`src/rtl/led_serial_rx_pkg.sv`:
```
// -----------------------------------------------------------------------------
// led_serial_rx_pkg
// Shared definitions for the LED serial link receiver: default frame width,
// receiver FSM state encoding and the idle (reset) levels of the four link
// lines as seen by the synchronisers.
// -----------------------------------------------------------------------------
package led_serial_rx_pkg;

    // Default number of LED bits carried per frame
    localparam int LINK_WIDTH = 16;

    // Receiver FSM states
    typedef enum logic {
        RX_IDLE  = 1'b0,
        RX_SHIFT = 1'b1
    } rx_state_e;

    // Line levels the link rests at when the transmitter is quiet
    localparam logic IDLE_LVL_CLK = 1'b0;
    localparam logic IDLE_LVL_DO  = 1'b0;
    localparam logic IDLE_LVL_PEN = 1'b1;
    localparam logic IDLE_LVL_CLR = 1'b1;

endpackage : led_serial_rx_pkg

```
`src/rtl/led_serial_rx_sync_edge.sv`:
```
// -----------------------------------------------------------------------------
// sync_edge
// Multi-flop synchroniser for one asynchronous input, followed by an edge
// detector comparing the last synchroniser stage with one extra delayed copy.
// Ports:
//   clk    in  system clock
//   rst_n  in  asynchronous active-low reset (chain resets to IDLE_LEVEL)
//   din    in  asynchronous input line
//   level  out synchronised level
//   rise   out one-cycle pulse on a synchronised 0->1 transition
//   fall   out one-cycle pulse on a synchronised 1->0 transition
// -----------------------------------------------------------------------------
module sync_edge #(
    parameter int   SYNC_STAGES = 2,
    parameter logic IDLE_LEVEL  = 1'b0
) (
    input  logic clk,
    input  logic rst_n,
    input  logic din,
    output logic level,
    output logic rise,
    output logic fall
);

    logic [SYNC_STAGES-1:0] sync_r;
    logic                   dly_r;

    // Synchroniser chain plus one delayed copy of the last stage for edge detection
    always_ff @(posedge clk or negedge rst_n) begin
        if (!rst_n) begin
            sync_r <= {SYNC_STAGES{IDLE_LEVEL}};
            dly_r  <= IDLE_LEVEL;
        end else begin
            sync_r <= {sync_r[SYNC_STAGES-2:0], din};
            dly_r  <= sync_r[SYNC_STAGES-1];
        end
    end

    assign level = sync_r[SYNC_STAGES-1];
    assign rise  = sync_r[SYNC_STAGES-1] & ~dly_r;
    assign fall  = ~sync_r[SYNC_STAGES-1] & dly_r;

endmodule : sync_edge

```
`src/rtl/led_serial_rx.sv`:
```
// -----------------------------------------------------------------------------
// led_serial_rx
// Receiving end of the LED serial link. The four link lines are oversampled
// in the clk domain, WIDTH bits are deserialised MSB first on led_clk rising
// edges and the frame is latched on the led_pen rising edge.
// Ports:
//   clk        in   system clock
//   rst_n      in   asynchronous active-low reset
//   led_clk    in   serial shift clock (async to clk)
//   led_do     in   serial data, sampled on led_clk rise
//   led_pen    in   latch strobe, rising edge ends the frame
//   led_clr    in   active-low clear from the transmitter
//   data       out  last good frame (inverted when INVERT=1)
//   data_valid out  one-cycle pulse when data was updated
//   frame_err  out  one-cycle pulse when a frame ended with wrong bit count
//   busy       out  high while a frame is being shifted in
// -----------------------------------------------------------------------------
module led_serial_rx
    import led_serial_rx_pkg::*;
#(
    parameter int WIDTH       = LINK_WIDTH,
    parameter bit INVERT      = 1'b1,
    parameter int SYNC_STAGES = 2
) (
    input  logic             clk,
    input  logic             rst_n,
    input  logic             led_clk,
    input  logic             led_do,
    input  logic             led_pen,
    input  logic             led_clr,
    output logic [WIDTH-1:0] data,
    output logic             data_valid,
    output logic             frame_err,
    output logic             busy
);

    // Counter must hold WIDTH+1 (overrun saturation value)
    localparam int              CNT_W    = $clog2(WIDTH + 2);
    localparam logic [CNT_W-1:0] CNT_FULL = CNT_W'(WIDTH);
    localparam logic [CNT_W-1:0] CNT_SAT  = CNT_W'(WIDTH + 1);

    // Synchronised link lines
    logic clk_rise_s;
    logic do_lvl_s;
    logic pen_rise_s;
    logic clr_lvl_s;
    logic [6:0] unused_sync_s;

    // Frame state
    rx_state_e        state_r;
    rx_state_e        state_eff_s;
    rx_state_e        state_next_s;
    logic [WIDTH-1:0] sr_r;
    logic [WIDTH-1:0] sr_eff_s;
    logic [WIDTH-1:0] sr_next_s;
    logic [CNT_W-1:0] cnt_r;
    logic [CNT_W-1:0] cnt_eff_s;
    logic [CNT_W-1:0] cnt_next_s;

    // Output registers and their next values
    logic [WIDTH-1:0] data_r;
    logic [WIDTH-1:0] data_next_s;
    logic             valid_r;
    logic             valid_next_s;
    logic             err_r;
    logic             err_next_s;
    logic             busy_r;

    sync_edge #(.SYNC_STAGES(SYNC_STAGES), .IDLE_LEVEL(IDLE_LVL_CLK)) u_sync_clk (
        .clk   (clk),
        .rst_n (rst_n),
        .din   (led_clk),
        .level (unused_sync_s[0]),
        .rise  (clk_rise_s),
        .fall  (unused_sync_s[1])
    );

    sync_edge #(.SYNC_STAGES(SYNC_STAGES), .IDLE_LEVEL(IDLE_LVL_DO)) u_sync_do (
        .clk   (clk),
        .rst_n (rst_n),
        .din   (led_do),
        .level (do_lvl_s),
        .rise  (unused_sync_s[2]),
        .fall  (unused_sync_s[3])
    );

    sync_edge #(.SYNC_STAGES(SYNC_STAGES), .IDLE_LEVEL(IDLE_LVL_PEN)) u_sync_pen (
        .clk   (clk),
        .rst_n (rst_n),
        .din   (led_pen),
        .level (unused_sync_s[4]),
        .rise  (pen_rise_s),
        .fall  (unused_sync_s[5])
    );

    sync_edge #(.SYNC_STAGES(SYNC_STAGES), .IDLE_LEVEL(IDLE_LVL_CLR)) u_sync_clr (
        .clk   (clk),
        .rst_n (rst_n),
        .din   (led_clr),
        .level (clr_lvl_s),
        .rise  (unused_sync_s[6]),
        .fall  ()
    );

    // Apply a pending shift first so a latch in the same sample sees the updated frame
    always_comb begin
        sr_eff_s    = sr_r;
        cnt_eff_s   = cnt_r;
        state_eff_s = state_r;
        if (clk_rise_s) begin
            sr_eff_s    = {sr_r[WIDTH-2:0], do_lvl_s};
            cnt_eff_s   = (cnt_r >= CNT_SAT) ? CNT_SAT : (cnt_r + CNT_W'(1));
            state_eff_s = RX_SHIFT;
        end else begin
            sr_eff_s    = sr_r;
            cnt_eff_s   = cnt_r;
            state_eff_s = state_r;
        end
    end

    // Next-state and output decode; a low clear line overrides everything
    always_comb begin
        state_next_s = state_r;
        sr_next_s    = sr_r;
        cnt_next_s   = cnt_r;
        data_next_s  = data_r;
        valid_next_s = 1'b0;
        err_next_s   = 1'b0;
        if (!clr_lvl_s) begin
            state_next_s = RX_IDLE;
            sr_next_s    = '0;
            cnt_next_s   = '0;
            data_next_s  = '0;
        end else begin
            sr_next_s  = sr_eff_s;
            cnt_next_s = cnt_eff_s;
            case (state_eff_s)
                RX_IDLE: begin
                    // A strobe with no bits shifted is ignored
                    state_next_s = RX_IDLE;
                end
                RX_SHIFT: begin
                    if (pen_rise_s) begin
                        state_next_s = RX_IDLE;
                        cnt_next_s   = '0;
                        if (cnt_eff_s == CNT_FULL) begin
                            data_next_s  = INVERT ? ~sr_eff_s : sr_eff_s;
                            valid_next_s = 1'b1;
                        end else begin
                            err_next_s = 1'b1;
                        end
                    end else begin
                        state_next_s = RX_SHIFT;
                    end
                end
                default: begin
                    state_next_s = RX_IDLE;
                    cnt_next_s   = '0;
                end
            endcase
        end
    end

    // Frame state and output registers
    always_ff @(posedge clk or negedge rst_n) begin
        if (!rst_n) begin
            state_r <= RX_IDLE;
            sr_r    <= '0;
            cnt_r   <= '0;
            data_r  <= '0;
            valid_r <= 1'b0;
            err_r   <= 1'b0;
            busy_r  <= 1'b0;
        end else begin
            state_r <= state_next_s;
            sr_r    <= sr_next_s;
            cnt_r   <= cnt_next_s;
            data_r  <= data_next_s;
            valid_r <= valid_next_s;
            err_r   <= err_next_s;
            busy_r  <= (state_next_s == RX_SHIFT);
        end
    end

    assign data       = data_r;
    assign data_valid = valid_r;
    assign frame_err  = err_r;
    assign busy       = busy_r;

endmodule : led_serial_rx

```
`config.mk`:
```
export PLATFORM = sky130hd
export DESIGN_NAME = led_serial_rx
export DESIGN_NICKNAME = d
export VERILOG_FILES = /design/src/rtl/led_serial_rx_pkg.sv /design/src/rtl/led_serial_rx_sync_edge.sv /design/src/rtl/led_serial_rx.sv
export SDC_FILE = /design/constraint.sdc
export NUM_CORES = 1
export LEC_CHECK = 0
export BUFFER_PORTS_ARGS = -buffer_cell sky130_fd_sc_hd__buf_2
export CAP_MARGIN = 20
export CORE_MARGIN = 3
export CORE_UTILIZATION = 45
export CTS_BUF_LIST = sky130_fd_sc_hd__clkbuf_8
export CTS_CLUSTER_DIAMETER = 150
export DETAILED_ROUTE_END_ITERATION = 8
export GPL_TIMING_DRIVEN = 0
export PLACE_DENSITY = 0.66
export SLEW_MARGIN = 20
export SYNTH_ARGS = -nofsm -noshare
export SYNTH_HDL_FRONTEND = slang
export SYNTH_HIERARCHICAL = 1
export SYNTH_SLANG_ARGS = --single-unit
```
`constraint.sdc`:
```
create_clock -name clk -period 1.66 [get_ports clk]
set_input_delay 0.249 -clock clk [delete_from_list [all_inputs] [get_ports clk]]
set_output_delay 0.249 -clock clk [all_outputs]
set_load 0.005 [all_outputs]
```
; ---- Word-level counts from Yosys, hierarchy flattened
; Cells that the tools add are included.
[totals]
register_bits = 50
wordCells = 48
[op_classes]
addsub = 1
order_cmp = 1
n_eq_ne = 4
n_mux = 23
n_bitwise = 6
reduce_logical = 1
[op_table]
columns = cell, n
row1 = 16-bit two-way mux, 6
row2 = 5-bit two-way mux, 5
row3 = 16-bit inverter, 1
row4 = 1-bit two-way mux, 11
row5 = "2-bit != test, second input constant", 3
row6 = "5-bit by 1-bit adder with 5-bit output, second input constant", 1
row7 = "5-bit == test, second input constant", 1
row8 = "5-bit greater-or-equal comparator, second input constant", 1
row9 = 1-bit inverter, 3
row10 = 3-bit AND reduction, 1
row11 = 1-bit AND, 2
row12 = 1-bit case mux with 2 select lines, 1

; ---- Longest topological paths before layout
[depth]
depth_word = 8
ltp_mapped = 7

; ---- Hierarchy
; The synthesis kept the hierarchy.
[by_module_without_submodules]
columns = module, n_inst, cells_per_inst, area_per_inst_um2, seq_area_each_um2
row1 = led_serial_rx, 1, 166, 1853.0, 1001.0
row2 = sync_edge at u_sync_clr ..., 2, 5, 93.8, 78.8
row3 = sync_edge at u_sync_clk ..., 2, 5, 90.1, 75.1

; ---- Least setup slack after synthesis
; OpenSTA, ideal clock, no wires.
[synth_path]
kind = register to register
start = register cnt_r[0]
end = register data_r[10] (netlist: data[10])
arrival_ns = 1.497
required_ns = 1.536
slack_ns = 0.039
stages_incl_launch_ff = 7
path_buffers = 1
synth_period_minus_slack_ns = 1.621
path_cell_list = dfrtp_1 -> ha_1 -> xor2_1 -> o22ai_2 -> nand4_4 -> buf_6 -> mux2i_1
[synth_via]
elab_chain_cells = 6
elab_cells_between_ends = 7
classes_between = 1 x add/sub / 1 x order compare / 2 x eq/ne / 2 x mux / 1 x reduce/logical
[synth_rtl]
columns = element, line_no
row1 = "start, declared", led_serial_rx.sv:56  ; logic [CNT_W-1:0] cnt_r;
row2 = "start signal, assigned", led_serial_rx.sv:177  ; cnt_r <= cnt_next_s;
row3 = 5-bit by 1-bit adder with 5-bit output or 5-bit greater-or-equal comparator (tied branches), led_serial_rx.sv:112  ; cnt_eff_s = (cnt_r >= CNT_SAT) ? CNT_SAT : (cnt_r + CNT_W'(1));
row4 = 5-bit two-way mux, led_serial_rx.sv:112
row5 = 5-bit two-way mux *, led_serial_rx.sv:110  ; if (clk_rise_s) begin
row6 = 5-bit == test *, led_serial_rx.sv:146  ; if (cnt_eff_s == CNT_FULL) begin
row7 = 2-bit != test (no source line) *, -
row8 = 3-bit AND reduction (no source line) *, -
row9 = "end signal, assigned", led_serial_rx.sv:178  ; data_r <= data_next_s;
row10 = "end, declared", led_serial_rx.sv:61  ; logic [WIDTH-1:0] data_r;
; Mark *: on every way between the ends. The rest lies on a longest branch, timed or not.
; A chain may end at the register's enable or synchronous reset.

; ---- Worst setup path after layout
[layout_path]
start = register cnt_r[1]
end = register cnt_r[2]
[layout_via]
elab_chain_cells = 6
elab_cells_between_ends = 7
classes_between = 1 x add/sub / 1 x order compare / 5 x mux
[layout_rtl]
columns = element, line_no
row1 = 5-bit by 1-bit adder with 5-bit output or 5-bit greater-or-equal comparator (tied branches), led_serial_rx.sv:112
row2 = 5-bit two-way mux *, led_serial_rx.sv:112
row3 = 5-bit two-way mux *, led_serial_rx.sv:110
row4 = 5-bit two-way mux, led_serial_rx.sv:143  ; if (pen_rise_s) begin
row5 = 5-bit two-way mux *, led_serial_rx.sv:137  ; case (state_eff_s)
row6 = 5-bit two-way mux *, led_serial_rx.sv:129  ; if (!clr_lvl_s) begin
row7 = via cnt_next_s[2], led_serial_rx.sv:58  ; logic [CNT_W-1:0] cnt_next_s;
; Mark *: on every way through the listed nets, which the timed path passes. The rest lies on a longest branch.

==> out/qor.txt <==
CTS Buffer Depth: 2
Vias: 1357
Lkg Pwr: 1.310 nW
Cell Rows: 24
Die Width: 74.67 um
Vias per cell: 5.045
Avg Inst Size Synth: 11.92 um2
Grt ovf: 0
Crit-path max FO: 5
Failing checks: hold timing
Final Instance Count excl. Fillers: 269
Peak supply drop: 0.0005048 V
Post-Syn Nets: 186
HPWL Detailed: 2589 um
Peak Freq: 0.6038 GHz
RSZ-0062 raised after global routing: yes
CTS tree: yes
Final period util: 99.77%
Pwr Density: 836.8 mW/mm2
Netlist Area Pre-Place: 0.002122 mm2
Core area: 0.004444 mm2
Initial antenna violation count: 0
WHS: -0.05228 ns
CP Launch Type: flip-flop
Clock Sinks: 50
IO Pins: 25
# placed instances: 254
CTS root buffer: clkbuf_8
DRC violations left: 0
Type of destination of the critical path: flip-flop
Synth-to-layout area growth: 18.16%
Num CTS Buffers: 5
Ys Warns: 6
Clock slew at reported path FFs: 0.08 ns
Nets: 224
Hold violation count in the final report: 45
Worst-margin pin slew: 0.6136 ns
Overall power: 2.098 mW
Port bufs: 24
Diode count: 0
Placed inst area: 0.002307 mm2
Largest net degree at the start of global routing: 51
Fill cells: 387
Routed Antenna Nets: 0
Max-slew headroom: 59.10%
Die footprint: 0.005576 mm2
Min cycle time layout: 1.656 ns
GRT Resource Usage Total: 15.72%
First-pass GRT wire length: 6492 um
Final setup fails: 0
DR pass1 iterations: 4
Mapped Cells: 178
Initial core utilization: 47.75%
CTS H-tree lvls: 2
Worst min path class: in -> async
Status: complete, but fails checks
Clock skew: 0.003116 ns
Kind of critical path: reg -> reg
Die height: 74.67 um
Avg WL per Cell: 14.03 um
Required time at the worst-slack endpoint: 1.88 ns
Worst Path Arrival: 1.88 ns
Worst-Skew Late Latency: 0.30 ns
Vias in the first global route: 1409
Max_cap viols: 0
Layout cells sized above 1: 25.35%
Slew Viols, Final: 0
Final GP Congestion: 0.7639
Final wirelength: 3773 um
Final Instance Area: 0.002507 mm2
Cts hold-fix bufs: 0
First DRT Iteration DRCs: 81
## through the flow
stage	setup TNS, ns	worst slack [ns]	util, %	hold slack (ns)
2_1_floorplan	0	0.03870	-	-0.04659
3_3_place_gp	-1.178	-0.1202	51.91	0.3321
3_5_place_dp	-2.243	-0.2161	51.91	0.3462
4_1_cts	-0.01637	-0.005094	55.49	0.02835
5_1_grt	-1.327	-0.1239	56.42	0.005935
6_report	0	0.003781	56.42	-0.05228
## power breakdown
part           leakage, nW  switching, mW  internal [mW]
sequential           0.665        0.00824           1.24
clock               0.0472          0.377          0.335
combinational        0.598         0.0869         0.0513
total                 1.31          0.472           1.63
## area by class of cell
class | instances | area, um2 | share of cell area [%]
inverters | 3 | 11.26 | 0.4491
clock buffers | 6 | 82.58 | 3.293
multi-input cells | 115 | 825.8 | 32.93
repair buffers | 32 | 195.2 | 7.784
clock inverters | 2 | 12.51 | 0.4990
well taps | 52 | 65.06 | 2.595
flip-flops and latches | 50 | 1260 | 50.25
plain buffers | 9 | 55.05 | 2.196
## per-layer routing
metal,routed length (um),up-vias,track usage [%]
met5,0,-,0
met4,58,0,6.719
met3,133,6,4.272
met2,1835,21,25.56
met1,1746,668,19.88
li1,-,662,-
## what timing repair did
item,4_1_cts,5_1_grt
hold endpoints to repair,0,0
endpoints found under the setup margin,16,20
resized for setup,3,5
setup buffers,6,2
pin swaps,4,2
## registers in the layout, indices dropped and copies added (netlist names)
signal and flops:
sr_r 16, busy 1, frame_err 1, u_sync_pen/dly_r 1, cnt_r 5, u_sync_clk/dly_r 1, data 16, u_sync_do/sync_r 2
data_valid 1, u_sync_clr/sync_r 2, u_sync_pen/sync_r 2, u_sync_clk/sync_r 2
## path summary, 6_finish.rpt
kind	startpoint	to	slack, ns	cells past startpoint
min reg2reg	u_sync_pen/sync_r[0]	u_sync_pen/sync_r[1]	0.36	0
max	cnt_r[1]	cnt_r[2]	0.004	4
max reg2reg	cnt_r[1]	cnt_r[2]	0.004	4
min in group clk	led_pen	u_sync_pen/sync_r[0]	0.04	1
min	rst_n	data_valid	-0.05	1
max in group asynchronous	rst_n	cnt_r[0]	1.27	1
## critical path, stage by stage (launching register included)
cell and delay [ns]:
dfrtp_2 0.44, or2_1 0.29, o41ai_1 0.49, nand4b_1 0.17, a21oi_1 0.19
## cell usage in the layout, fill, tap and decap left out, types with 3 or more instances in the layout
cell type   n
nor2_1      4
clkbuf_1    6
a21oi_1     3
nor2b_1    20
nand2_1    35
clkbuf_8    6
nand2b_1    3
buf_2      24
buf_4       9
inv_1       3
mux2i_1    33
dfstp_2     5
dfrtp_1    43
Power figures use the tool's default switching activity.
